**config.mk**
```make
export PLATFORM = sky130hd
export DESIGN_NAME = digit_cell_scheduler_flat
export DESIGN_NICKNAME = d
export VERILOG_FILES = /design/src/rtl/digit_cell_scheduler_if.sv /design/src/rtl/digit_cell_scheduler.sv /design/src/flat_wrapper.sv
export SDC_FILE = /design/constraint.sdc
export NUM_CORES = 1
export LEC_CHECK = 0
export ABC_AREA = 1
export CAP_MARGIN = 20
export CORE_UTILIZATION = 44
export CTS_CLUSTER_DIAMETER = 40
export DETAILED_ROUTE_END_ITERATION = 10
export HOLD_SLACK_MARGIN = 0.15
export PLACE_DENSITY = 0.85
export SYNTH_ARGS = -nofsm -noshare
export SYNTH_HDL_FRONTEND = slang
export SYNTH_SLANG_ARGS = --single-unit
```
**constraint.sdc**
```tcl
create_clock -name pix_clk -period 1.2 [get_ports pix_clk]
set_clock_uncertainty 0.05 [all_clocks]
set_input_delay 0.24 -clock pix_clk [delete_from_list [all_inputs] [get_ports pix_clk]]
set_output_delay 0.24 -clock pix_clk [all_outputs]
set_load 0.005 [all_outputs]
```
**src/rtl/digit_cell_scheduler_if.sv**
```systemverilog
// Host write channel into the digit cell RAM scheduler.
// Host holds req/addr/data until it sees the one-cycle ack.
interface digit_cell_scheduler_if #(
  parameter int ADDR_W = 12,
  parameter int CODE_W = 4
);
  logic              host_req;
  logic [ADDR_W-1:0] host_addr;
  logic [CODE_W-1:0] host_data;
  logic              host_ack;

  modport master (
    output host_req, host_addr, host_data,
    input  host_ack
  );

  modport slave (
    input  host_req, host_addr, host_data,
    output host_ack
  );
endinterface

```
**src/rtl/digit_cell_scheduler.sv**
```systemverilog
// Shares one single-port cell RAM between video prefetch and a host writer.
// Video reads the next cell ahead of the beam; the host gets every other slot.
module digit_cell_scheduler #(
  parameter int COLS   = 80,
  parameter int ROWS   = 30,
  parameter int ADDR_W = 12,
  parameter int CODE_W = 4,
  parameter int H_AV   = 640,
  parameter int V_AV   = 480,
  parameter int V_LAST = 524,
  parameter int H_LAST = 799
) (
  input  logic              pix_clk,
  input  logic              reset,
  input  logic [9:0]        x,
  input  logic [9:0]        y,
  input  logic              valid,
  digit_cell_scheduler_if.slave host,
  output logic              ram_en,
  output logic              ram_we,
  output logic [ADDR_W-1:0] ram_addr,
  output logic [CODE_W-1:0] ram_wdata,
  input  logic [CODE_W-1:0] ram_rdata,
  output logic [CODE_W-1:0] glyph_code,
  output logic [3:0]        glyph_row,
  output logic [2:0]        glyph_col,
  output logic              glyph_valid
);

  localparam logic [9:0] HAV   = 10'(H_AV);
  localparam logic [9:0] VAV   = 10'(V_AV);
  localparam logic [9:0] VLAST = 10'(V_LAST);
  localparam logic [9:0] HLAST = 10'(H_LAST);
  localparam logic [6:0] NCOL  = 7'(COLS);
  localparam logic [5:0] NROW  = 6'(ROWS);
  localparam logic [ADDR_W-1:0] COLS_A = ADDR_W'(COLS);
  localparam logic [CODE_W-1:0] BLANK  = '1;

  logic              ram_en_q, ram_en_d;
  logic              ram_we_q, ram_we_d;
  logic [ADDR_W-1:0] ram_addr_q, ram_addr_d;
  logic [CODE_W-1:0] ram_wdata_q, ram_wdata_d;
  logic              host_ack_q, host_ack_d;
  logic              rd_pend_q, rd_pend_d;
  logic [CODE_W-1:0] cur_code_q, cur_code_d;
  logic [CODE_W-1:0] next_code_q, next_code_d;
  logic [CODE_W-1:0] glyph_code_q, glyph_code_d;
  logic [3:0]        glyph_row_q, glyph_row_d;
  logic [2:0]        glyph_col_q, glyph_col_d;
  logic              glyph_valid_q, glyph_valid_d;

  logic [9:0]        ny;
  logic [6:0]        xc1;
  logic              slot_a, slot_b, video_slot;
  logic              host_grant, swap;
  logic [ADDR_W-1:0] vaddr;

  always_comb begin
    ny     = (y == VLAST) ? 10'd0 : y + 10'd1;
    xc1    = x[9:3] + 7'd1;
    slot_a = (x < HAV) && (y < VAV) &&
             (x[2:0] == 3'd0) && (xc1 < NCOL);
    slot_b = (x == HAV) && (ny < VAV) &&
             (ny[9:4] < NROW);
    video_slot = slot_a | slot_b;
    // Row-start fetch targets column 0 of the next line's cell row
    if (slot_a)
      vaddr = ADDR_W'(y[9:4]) * COLS_A + ADDR_W'(xc1);
    else
      vaddr = ADDR_W'(ny[9:4]) * COLS_A;
    host_grant = host.host_req & ~video_slot & ~host_ack_q;
    swap = ((x < HAV) && (x[2:0] == 3'd7)) || (x == HLAST);
  end

  always_comb begin
    ram_en_d      = video_slot | host_grant;
    ram_we_d      = host_grant;
    ram_addr_d    = ram_addr_q;
    ram_wdata_d   = ram_wdata_q;
    host_ack_d    = host_grant;
    rd_pend_d     = ram_en_q & ~ram_we_q;
    next_code_d   = next_code_q;
    cur_code_d    = cur_code_q;
    glyph_code_d  = cur_code_q;
    glyph_row_d   = y[3:0];
    glyph_col_d   = x[2:0];
    glyph_valid_d = valid;
    unique case (1'b1)
      video_slot: ram_addr_d = vaddr;
      host_grant: begin
        ram_addr_d  = host.host_addr;
        ram_wdata_d = host.host_data;
      end
      default: ;
    endcase
    if (rd_pend_q) next_code_d = ram_rdata;
    if (swap)      cur_code_d  = next_code_q;
  end

  always_ff @(posedge pix_clk or negedge reset) begin
    if (!reset) begin
      ram_en_q      <= 1'b0;
      ram_we_q      <= 1'b0;
      ram_addr_q    <= '0;
      ram_wdata_q   <= '0;
      host_ack_q    <= 1'b0;
      rd_pend_q     <= 1'b0;
      cur_code_q    <= BLANK;
      next_code_q   <= BLANK;
      glyph_code_q  <= '0;
      glyph_row_q   <= '0;
      glyph_col_q   <= '0;
      glyph_valid_q <= 1'b0;
    end else begin
      ram_en_q      <= ram_en_d;
      ram_we_q      <= ram_we_d;
      ram_addr_q    <= ram_addr_d;
      ram_wdata_q   <= ram_wdata_d;
      host_ack_q    <= host_ack_d;
      rd_pend_q     <= rd_pend_d;
      cur_code_q    <= cur_code_d;
      next_code_q   <= next_code_d;
      glyph_code_q  <= glyph_code_d;
      glyph_row_q   <= glyph_row_d;
      glyph_col_q   <= glyph_col_d;
      glyph_valid_q <= glyph_valid_d;
    end
  end

  assign ram_en        = ram_en_q;
  assign ram_we        = ram_we_q;
  assign ram_addr      = ram_addr_q;
  assign ram_wdata     = ram_wdata_q;
  assign host.host_ack = host_ack_q;
  assign glyph_code    = glyph_code_q;
  assign glyph_row     = glyph_row_q;
  assign glyph_col     = glyph_col_q;
  assign glyph_valid   = glyph_valid_q;

endmodule

```
**src/flat_wrapper.sv**
```systemverilog
// flat-port wrapper written by rule: the top's interface ports become plain ports
module digit_cell_scheduler_flat 
#(
  parameter int COLS   = 80,
  parameter int ROWS   = 30,
  parameter int ADDR_W = 12,
  parameter int CODE_W = 4,
  parameter int H_AV   = 640,
  parameter int V_AV   = 480,
  parameter int V_LAST = 524,
  parameter int H_LAST = 799
)
  (pix_clk, reset, x, y, valid, ram_en, ram_we, ram_addr, ram_wdata, ram_rdata, glyph_code, glyph_row, glyph_col, glyph_valid, host_host_req, host_host_addr, host_host_data, host_host_ack);
  digit_cell_scheduler_if #(.ADDR_W(ADDR_W), .CODE_W(CODE_W)) host_i ();
  input  logic pix_clk;
  input  logic reset;
  input  logic [9:0] x;
  input  logic [9:0] y;
  input  logic valid;
  output logic ram_en;
  output logic ram_we;
  output logic [ADDR_W-1:0] ram_addr;
  output logic [CODE_W-1:0] ram_wdata;
  input  logic [CODE_W-1:0] ram_rdata;
  output logic [CODE_W-1:0] glyph_code;
  output logic [3:0] glyph_row;
  output logic [2:0] glyph_col;
  output logic glyph_valid;
  input wire logic [$bits(host_i.host_req)-1:0] host_host_req;
  input wire logic [$bits(host_i.host_addr)-1:0] host_host_addr;
  input wire logic [$bits(host_i.host_data)-1:0] host_host_data;
  output wire logic [$bits(host_i.host_ack)-1:0] host_host_ack;
  assign host_i.host_req = host_host_req;
  assign host_i.host_addr = host_host_addr;
  assign host_i.host_data = host_host_data;
  assign host_host_ack = host_i.host_ack;
  digit_cell_scheduler #(.COLS(COLS), .ROWS(ROWS), .ADDR_W(ADDR_W), .CODE_W(CODE_W), .H_AV(H_AV), .V_AV(V_AV), .V_LAST(V_LAST), .H_LAST(H_LAST)) u_core (.pix_clk(pix_clk), .reset(reset), .x(x), .y(y), .valid(valid), .host(host_i), .ram_en(ram_en), .ram_we(ram_we), .ram_addr(ram_addr), .ram_wdata(ram_wdata), .ram_rdata(ram_rdata), .glyph_code(glyph_code), .glyph_row(glyph_row), .glyph_col(glyph_col), .glyph_valid(glyph_valid));
endmodule
```
==> Word-level counts from Yosys, hierarchy flattened <==
Cells that the tools add are included.
{ "totals": {"ff_bits": 39, "in_bits": 44, "out_inout_bits": 31} }
{ "op_classes": {"add_sub_neg": 3, "mul": 2, "magnitude_cmp": 5, "n_eq_ne": 4, "mux": 3, "bitwise_logic": 7, "n_reduce_logical": 9} }
{ "op_table": {"columns": ["operator", "n"], "rows": [
  ["$eq 10x10->1 const B", 3],
  ["$pmux 12 s2", 1],
  ["$lt 10x9->1 const B", 2],
  ["$mul 6x3->8 const B", 2],
  ["$add 12x7->12", 1],
  ["$mux 12", 1],
  ["$add 10x1->10 const B", 1],
  ["$lt 10x10->1 const B", 1],
  ["$mux 10", 1],
  ["$add 7x1->7 const B", 1],
  ["$lt 7x7->1 const B", 1],
  ["$logic_and 1x1->1", 6],
  ["$lt 6x5->1 const B", 1],
  ["$and 1x1->1", 3],
  ["$eq 3x3->1 const B", 1],
  ["$logic_not 3->1", 1],
  ["$not 1->1", 2],
  ["$or 1x1->1", 2],
  ["$reduce_bool 2->1", 1],
  ["$logic_or 1x1->1", 1]
]} }

==> Longest topological paths before layout <==
Gate-level depths: netlist (run 1).
{ "logic_depth": {"depth_word": 10, "depth_mapped": 19} }

==> Worst setup path before layout (run 1) <==
Ideal clock, no wire load.
{ "synth_timing": {"path_kind": "input -> register", "start": "input y[2]", "end": "register u_core.ram_addr_q[11] (netlist: u_core.ram_addr[11])", "setup_ns": 0.125, "t_arrival_ns": 2.093, "required_time_ns": 1.025, "slack_ns": -1.068, "stages": 17, "path_buffers": 0, "path_cell_list": "nand2_1 nor2_2 nand3_1 nand2_1 inv_1 ha_1 ha_1 inv_1 fa_1 inv_1 a21oi_1 o21bai_1 nand4_1 nand3_1 nand2_1 nand2_1 nand3_1"} }
{ "synth_between": {"elab_chain_len": 10, "word_cells_on_any_way": 19, "classes_between": "add/sub (1); mul (1); order compare (3); eq/ne (1); mux (3); bitwise (4); reduce/logical (6)"} }
{ "synth_lines": {"columns": ["item", "line", "text"], "rows": [
  ["start: declaration", "flat_wrapper.sv:18", "input logic [9:0] y;"],
  ["branches (longest 10 deep; another with $add 10x1->10)", null, null],
  ["end signal: assignment", "digit_cell_scheduler.sv:117", "ram_addr_q <= ram_addr_d;"],
  ["end: declaration", "digit_cell_scheduler.sv:41", "logic [ADDR_W-1:0] ram_addr_q, ram_addr_d;"]
]} }
Parallel ways; which one is timed is not known.
A chain may end at the register's enable or synchronous reset.

==> Worst setup path in the final report (run 1) <==
{ "layout_timing": {"start": "input y[3]", "end": "register u_core.ram_addr_q[11] (netlist: u_core.ram_addr[11])"} }
The elaborated chain is that of the path after synthesis.

==> flow_summary_export.csv, run 1 <==
group,metric,value,unit
clock_network,clk_root_buffer_cell,"sky130_fd_sc_hd__clkbuf_8",
floorplanning,design.die.area,0.00640,mm2
clock_network,clk_pin_slew_worst_paths,0.08,ns
floorplanning,dieHeight,80.0,um
run_status,failing_checks,"negative setup slack",
route,vias,3793,
clock_network,insertion_delay_of_the_later_clocked_pin_in_the_worst_skew_pair,0.30,ns
setup_path,timing.critical_path.required,1.34,ns
yosys,postSynth.asyncResetShare,100,%
setup_path,worstReg2RegStart,"u_core.ram_we",
job,max_cap_violations,0,
finish,filler_cell_count,229,
yosys,post_synth_main_area_contributors,"sky130_fd_sc_hd__dfrtp_1 29%, sky130_fd_sc_hd__nand2_1 13%, sky130_fd_sc_hd__ha_1 9.4%",
global_routing,number_of_antenna_violations_at_the_first_check_in_global_routing,0,
route,finalWirelength,14200,um
sta,worst-slew-pin-transition,0.442,ns
hold_path,min_path_cells,2,
yosys,synthFlopType,"sky130_fd_sc_hd__dfrtp_1",
clock_network,cts_max_level,2,
finish,stdcell_count,600,
floorplanning,fp.dieW,80.0,um
clock_network,numClockSinks,39,
floorplanning,start_util,45.5,%
setup_path,reg2reg_to,"u_core.ram_wdata[3]",
yosys,synth.lib_cells_used.distinct,34,
placement,placement.setup.worst_slack,-1.73,ns
sta,fin_crit_sh,212,%
setup_path,timing.critical_path.fanout_max,3,
global_routing,first_global_vias,3554,
sta,finalCriticalPeriod,2.54,ns
route,route.detailed.wl_per_inst,23.6,um
placement,hpwl,5800,um
pwr,power_density,966,mW/mm2
sta,final-hold-violation-count,0,
hold_path,min-delay-start,"x[2]",
global_routing,grtUsageTotal,37.3,%
global_routing,grt_overflow,0,
route,drt_iter0_markers,468,
hold_path,worst_hold_path_type,"input port to flip-flop",
placement,total_instance_count_after_detailed_placement,547,
floorplanning,floorplan_row_count,28,
setup_path,arrival,2.68,ns
yosys,post_synth_inst_count,340,
setup_path,number_of_cells_on_the_worst_reg_to_reg_path,6,
sta,timing.slew.headroom,70.2,%
sta,report.final.slew_viol_count,0,
global_routing,wire_length_of_the_first_global_routing_pass,17700,um
pwr,ir_drop,1.13,mV
sta,setup_tns,-12.15,ns
run_status,status,"finished with violations",
yosys,synth_top_cell_area_share,29.0,%
floorplanning,top_level_ports,75,
placement,placement.io_buffers,74,
yosys,syn_nets,407,
finish,final_nets,591,
finish,diodes,0,
pwr,static_leakage,2.50,nW
route,drc,0,
clock_network,cts_made_buffers,5,
yosys,yosysWarningCount,0,
sta,layout_setup_ws,-1.34,ns
yosys,cell_type_contributing_the_most_total_cell_area_after_synthesis,"sky130_fd_sc_hd__dfrtp_1",
route,routed_via_density,6.32,
yosys,mean_syn_cell_area,7.87,um2
setup_path,critical_path_class,"input port to flip-flop",
yosys,synth_seq_cells,39,
setup_path,critPathLaunchType,"input port",
sta,max_fclk,0.393,GHz
sta,setup_viol,24,
hold_path,worst_hold_path.endpoint,"u_core.glyph_col[2]",
yosys,synth_enable_flop_cells,0,
yosys,synth.yosys.seq_area_share,36.8,%
finish,final_layout_size_suffix_gt1_share,54.7,%
placement,gp_routability_congestion,0.886,
route,antenna_left,0,
route,detailed_routing_iteration_count_for_the_pre_antenna_repair_pass,5,
clock_network,cts_tree,"yes",
clock_network,clock_tree.buffer_depth,2,
finish,most_common_library_cell_in_the_layout_ignoring_fill_and_taps,"sky130_fd_sc_hd__buf_4",
setup_path,critPathCaptureType,"flip-flop",
yosys,synthesis.area,0.00268,mm2
sta,rsz_0062_raised_after_global_routing,"yes",
global_routing,grt_max_degree,40,
finish,synthToLayoutAreaGrowth,90.7,%
finish,layout_common_cells,"79 x sky130_fd_sc_hd__buf_4, 57 x sky130_fd_sc_hd__nand2_1, 31 x sky130_fd_sc_hd__dfrtp_1",
setup_path,reg2reg_slack,-0.28,ns
floorplanning,design.core.area,0.00589,mm2
## flip-flops by register name, indices dropped and copies added (netlist names)
signal	flops
u_core.ram_en	1
u_core.ram_wdata	4
u_core.ram_we	1
u_core.glyph_col	3
u_core.cur_code_q	4
u_core.rd_pend_q	1
u_core.glyph_code	4
u_core.glyph_row	4
u_core.next_code_q	4
u_core.glyph_valid	1
u_core.ram_addr	12
## worst max-delay path by stage
stage                     start                   to  slack (ns)
after floorplan            y[0]  u_core.ram_addr[11]       -0.96
after global placement     y[0]  u_core.ram_addr[11]       -1.62
after detailed placement   y[2]  u_core.ram_addr[11]       -1.73
after CTS                  y[3]  u_core.ram_addr[11]       -0.87
after global routing       y[3]   u_core.ram_addr[9]       -1.41
final                      y[3]  u_core.ram_addr[11]       -1.34
## worst max-delay path: stages
cell and delay (ns):
sky130_fd_sc_hd__buf_8 0.09, sky130_fd_sc_hd__nand2_4 0.05, sky130_fd_sc_hd__nor2_4 0.15, sky130_fd_sc_hd__nand3_2 0.13, sky130_fd_sc_hd__xor2_1 0.26, sky130_fd_sc_hd__inv_1 0.13
sky130_fd_sc_hd__ha_4 0.29, sky130_fd_sc_hd__inv_2 0.04, sky130_fd_sc_hd__fa_2 0.39, sky130_fd_sc_hd__inv_2 0.06, sky130_fd_sc_hd__a21oi_2 0.04, sky130_fd_sc_hd__o21bai_1 0.21
sky130_fd_sc_hd__nand4_1 0.17, sky130_fd_sc_hd__nand3_1 0.14, sky130_fd_sc_hd__nand2_1 0.09, sky130_fd_sc_hd__nand2_1 0.10, sky130_fd_sc_hd__nand3_1 0.08
## routing by layer
metal | vias up | wire, um | global-route usage [%]
met3 | 153 | 1660 | 10.5
met5 | - | 0 | 0
met4 | 0 | 1340 | 28.0
met2 | 383 | 6570 | 63.7
li1 | 1481 | - | -
met1 | 1776 | 4600 | 38.5
## report_power, final
part / internal (W) / switching, W / total [W]
registers: 0.00156 / 0.000140 / 0.00170
logic: 0.00101 / 0.00107 / 0.00209
clock network: 0.000620 / 0.000523 / 0.00114
total: 0.00319 / 0.00174 / 0.00493
## through the flow
stage | power [W] | cell area, um2 | hold slack (ns) | util, %
after global placement | 0.00310 | 4120 | 0.170 | 70.0
final | 0.00493 | 5100 | 0.192 | 86.7
after global routing | 0.00511 | 5100 | 0.175 | 86.7
after detailed placement | 0.00315 | 4120 | 0.174 | 70.0
after floorplan | 0.00232 | 2840 | -0.106 | -
after CTS | 0.00450 | 4890 | 0.253 | 83.1
## timing repair
action,4_1_cts,5_1_grt
pin swaps,50,35
cloned,3,0
hold buffers,5,0
setup endpoints to repair,53,42
buffers inserted,34,13
resized for setup,233,105
endpoints found under the hold margin,43,0
## logic make-up after synthesis
group | share of synthesized area, %
buf+inv | 8.93
xor+xnor | 2.62
fa+ha+maj | 11.6
simple gates | 35.5
compound gates | 4.49
flops | 36.8
## cell usage after synthesis, types with 4 or more instances
library cell	n
sky130_fd_sc_hd__a21oi_1	6
sky130_fd_sc_hd__dfrtp_1	31
sky130_fd_sc_hd__dfstp_2	8
sky130_fd_sc_hd__ha_1	20
sky130_fd_sc_hd__inv_1	42
sky130_fd_sc_hd__inv_2	4
sky130_fd_sc_hd__nand2_1	94
sky130_fd_sc_hd__nand2_2	4
sky130_fd_sc_hd__nand3_1	29
sky130_fd_sc_hd__nand3_2	4
sky130_fd_sc_hd__nand4_1	23
sky130_fd_sc_hd__nor2_1	21
sky130_fd_sc_hd__nor2_2	4
sky130_fd_sc_hd__o21ai_0	9
sky130_fd_sc_hd__xnor2_1	4
sky130_fd_sc_hd__xor2_1	4
## cell type report
| type | count | area (um2) | area share, % |
|---|---|---|---|
| Clock buffer | 5 | 68.8 | 1.35 |
| Clock inverter | 3 | 43.8 | 0.858 |
| Inverter | 46 | 193 | 3.77 |
| Multi-Input combinational cell | 248 | 2080 | 40.7 |
| Sequential cell | 39 | 986 | 19.3 |
| Tap cell | 75 | 93.8 | 1.84 |
| Timing Repair Buffer | 184 | 1640 | 32.2 |
No activity file was read; power rests on OpenSTA's default activity.
==> inputs of run 2 (changes only) <==
==> constraint.sdc (replaced) <==
create_clock -name pix_clk -period 2 [get_ports pix_clk]
set_clock_uncertainty 0.05 [all_clocks]
set_input_delay 0.4 -clock pix_clk [delete_from_list [all_inputs] [get_ports pix_clk]]
set_output_delay 0.4 -clock pix_clk [all_outputs]
set_load 0.005 [all_outputs]
==> run 2 against run 1 <==
  * The run still ends with negative setup slack left
  * Wire length is 29% lower
  * Register-to-register slack better by 0.85 ns
  * Setup slack better by 0.84 ns
  * Cell count is 5.5% lower
  * Critical path depth is 3 higher
  * Sequential power is 41% lower
  * Combinational power is 51% lower
  * Critical path type unchanged
==> flow_summary_export.csv, run 2 (synthesis gave the netlist of run 1 again) <==
group,metric,value,unit
global_routing,number_of_antenna_violations_at_the_first_check_in_global_routing,0,
pwr,power.combinational.fraction,36.3,%
job,max_cap_violations,0,
finish,stdcell_count,567,
setup_path,reg2reg_to,"u_core.ram_addr[9]",
sta,max_fclk,0.399,GHz
global_routing,wire_length_of_the_first_global_routing_pass,14200,um
global_routing,first_global_vias,3139,
pwr,reported_net_switching_power,0.000840,W
sta,rsz_0062_raised_after_global_routing,"yes",
route,routed_via_density,5.73,
sta,layout_setup_ws,-0.505,ns
route,drt_iter0_markers,304,
route,detailed_routing_iteration_count_for_the_pre_antenna_repair_pass,7,
floorplanning,dieHeight,80.0,um
sta,finalCriticalPeriod,2.50,ns
pwr,power_density,620,mW/mm2
sta,setup_viol,16,
hold_path,min-delay-start,"y[2]",
pwr,switching_share,29.8,%
setup_path,critical_path_class,"input port to flip-flop",
clock_network,insertion_delay_of_the_later_clocked_pin_in_the_worst_skew_pair,0.30,ns
setup_path,worst_path_max_delay_cell,"sky130_fd_sc_hd__fa_2",
floorplanning,design.die.area,0.00640,mm2
hold_path,min_path_cells,1,
setup_path,number_of_cells_on_the_worst_reg_to_reg_path,5,
setup_path,timing.critical_path.fanout_max,3,
finish,layout_common_cells,"77 x sky130_fd_sc_hd__nand2_1, 71 x sky130_fd_sc_hd__buf_4, 56 x sky130_fd_sc_hd__clkdlybuf4s50_1",
route,route.detailed.wl_per_inst,17.8,um
finish,diodes,0,
setup_path,reg2reg_slack,0.57,ns
floorplanning,fp.dieW,80.0,um
pwr,internal-power,0.00198,W
clock_network,cts_tree,"yes",
sta,final-hold-violation-count,0,
route,finalWirelength,10100,um
finish,final_design_area_no_fill,0.00455,mm2
hold_path,worst_hold_path.endpoint,"u_core.glyph_row[2]",
global_routing,grtUsageTotal,29.2,%
pwr,pwr-share-clk,28.4,%
placement,place_area,0.00403,mm2
finish,final_nets,558,
setup_path,worstReg2RegStart,"u_core.ram_we",
pwr,p_seq_share,35.4,%
placement,gp_routability_congestion,0.932,
setup_path,timing.critical_path.required,2.14,ns
setup_path,worstPathCellList,"buf_8, nand2_4, nor2_4, buf_6, nand2_2, nand2_1, nand2_1, inv_2, ha_4, ha_4, inv_4, fa_2, inv_2, a21oi_2, o21bai_1, nand4_1, nand3_1, nand2_1, nand2_1, nand3_2",
setup_path,arrival,2.64,ns
placement,placement.io_buffers,74,
hold_path,worst_hold_path_type,"input port to flip-flop",
finish,synthToLayoutAreaGrowth,69.8,%
clock_network,clk_pin_slew_worst_paths,0.08,ns
setup_path,critPathLaunchType,"input port",
setup_path,critPathMostFrequentCell,"sky130_fd_sc_hd__nand2_1",
floorplanning,floorplan_row_count,28,
clock_network,cts_made_buffers,5,
global_routing,grt_max_degree,40,
finish,most_common_library_cell_in_the_layout_ignoring_fill_and_taps,"sky130_fd_sc_hd__nand2_1",
placement,placement.setup.worst_slack,-1.07,ns
global_routing,grt_overflow,0,
sta,report.final.slew_viol_count,0,
setup_path,slowest_delay,0.39,ns
pwr,ir_drop,0.514,mV
run_status,status,"finished with violations",
clock_network,cts_max_level,2,
clock_network,numClockSinks,39,
route,antenna_left,0,
route,drc,0,
sta,worst-slew-pin-transition,0.497,ns
sta,fin_crit_sh,125,%
floorplanning,start_util,45.5,%
setup_path,critPathCaptureType,"flip-flop",
finish,final_layout_size_suffix_gt1_share,39.6,%
floorplanning,design.core.area,0.00589,mm2
sta,timing.slew.headroom,66.9,%
run_status,failing_checks,"negative setup slack",
floorplanning,top_level_ports,75,
pwr,static_leakage,2.18,nW
route,vias,3250,
placement,total_instance_count_after_detailed_placement,539,
clock_network,clock_tree.buffer_depth,2,
placement,hpwl,5810,um
clock_network,clk_root_buffer_cell,"sky130_fd_sc_hd__clkbuf_8",
finish,largest_register_ffs,12,
## run 2: cell type report
type                    instances  area (um2)
clock inverters                 3        67.6
repair buffers                153        1380
multi-input cells             246        1780
fillers                       339        1340
clock buffers                   5        68.8
well taps                      75        93.8
inverters                      46         175
flip-flops and latches         39         986
## run 2: how the worst max path moves through the flow
stage | startpoint | endpoint | depth (start not counted)
after floorplan | y[0] | u_core.ram_addr[11] | 16
after global placement | y[1] | u_core.ram_addr[11] | 17
after detailed placement | y[1] | u_core.ram_addr[11] | 18
after CTS | y[3] | u_core.ram_addr[11] | 18
after global routing | y[1] | u_core.ram_addr[11] | 18
final | y[3] | u_core.ram_addr[11] | 20
## run 2: power groups by stage
stage	logic [W]	clock network [W]	registers [W]
5_1_grt	0.00111	0.000835	0.00101
2_1_floorplan	0.000378	0	0.00101
4_1_cts	0.000921	0.000789	0.000993
3_5_place_dp	0.000865	0	0.00101
6_report	0.00102	0.000799	0.000997
3_3_place_gp	0.000837	0	0.00100
## run 2: per-layer routing
metal  up-vias  GRT usage, %  part of all wire (%)
met2       251          52.9                    53
li1       1415             -                     -
met3        79          4.11                   7.2
met5         -             0                     0
met4         0          20.5                   7.0
met1      1505          31.0                    33
## run 2: repair_timing
action	4_1_cts	5_1_grt
setup buffers	13	6
hold endpoints to repair	31	0
setup endpoints to repair	18	16
resized for setup	91	41
hold buffers	1	0
pin swaps	37	30
## run 2: critical path, delay by kind of cell
family	cells	cell delay [ns]
simple gates	10	0.80
buf+inv	5	0.37
fa+ha+maj	3	0.82
compound gates	2	0.24
## run 2: stage by stage
step                      total power (W)  hold WS [ns]  utilization, %  setup TNS, ns
after floorplan                   0.00139        0.0544               -         -0.691
after global placement            0.00184         0.340            68.4         -10.15
after detailed placement          0.00187         0.342            68.4         -11.11
after CTS                         0.00270         0.168            74.2         -0.643
after global routing              0.00295         0.158            77.2          -5.47
final                             0.00282         0.160            77.2          -3.04
==> inputs of run 3 (changes only) <==
--- a/config.mk
+++ b/config.mk
@@ -6,6 +6,7 @@
 export NUM_CORES = 1
 export LEC_CHECK = 0
 export ABC_AREA = 1
+export ABC_CLOCK_PERIOD_IN_PS = 2000
 export CAP_MARGIN = 20
 export CORE_UTILIZATION = 44
 export CTS_CLUSTER_DIAMETER = 40
==> results of run 3 <==
No change in the layout: final DEF, timing and power equal those of run 2.
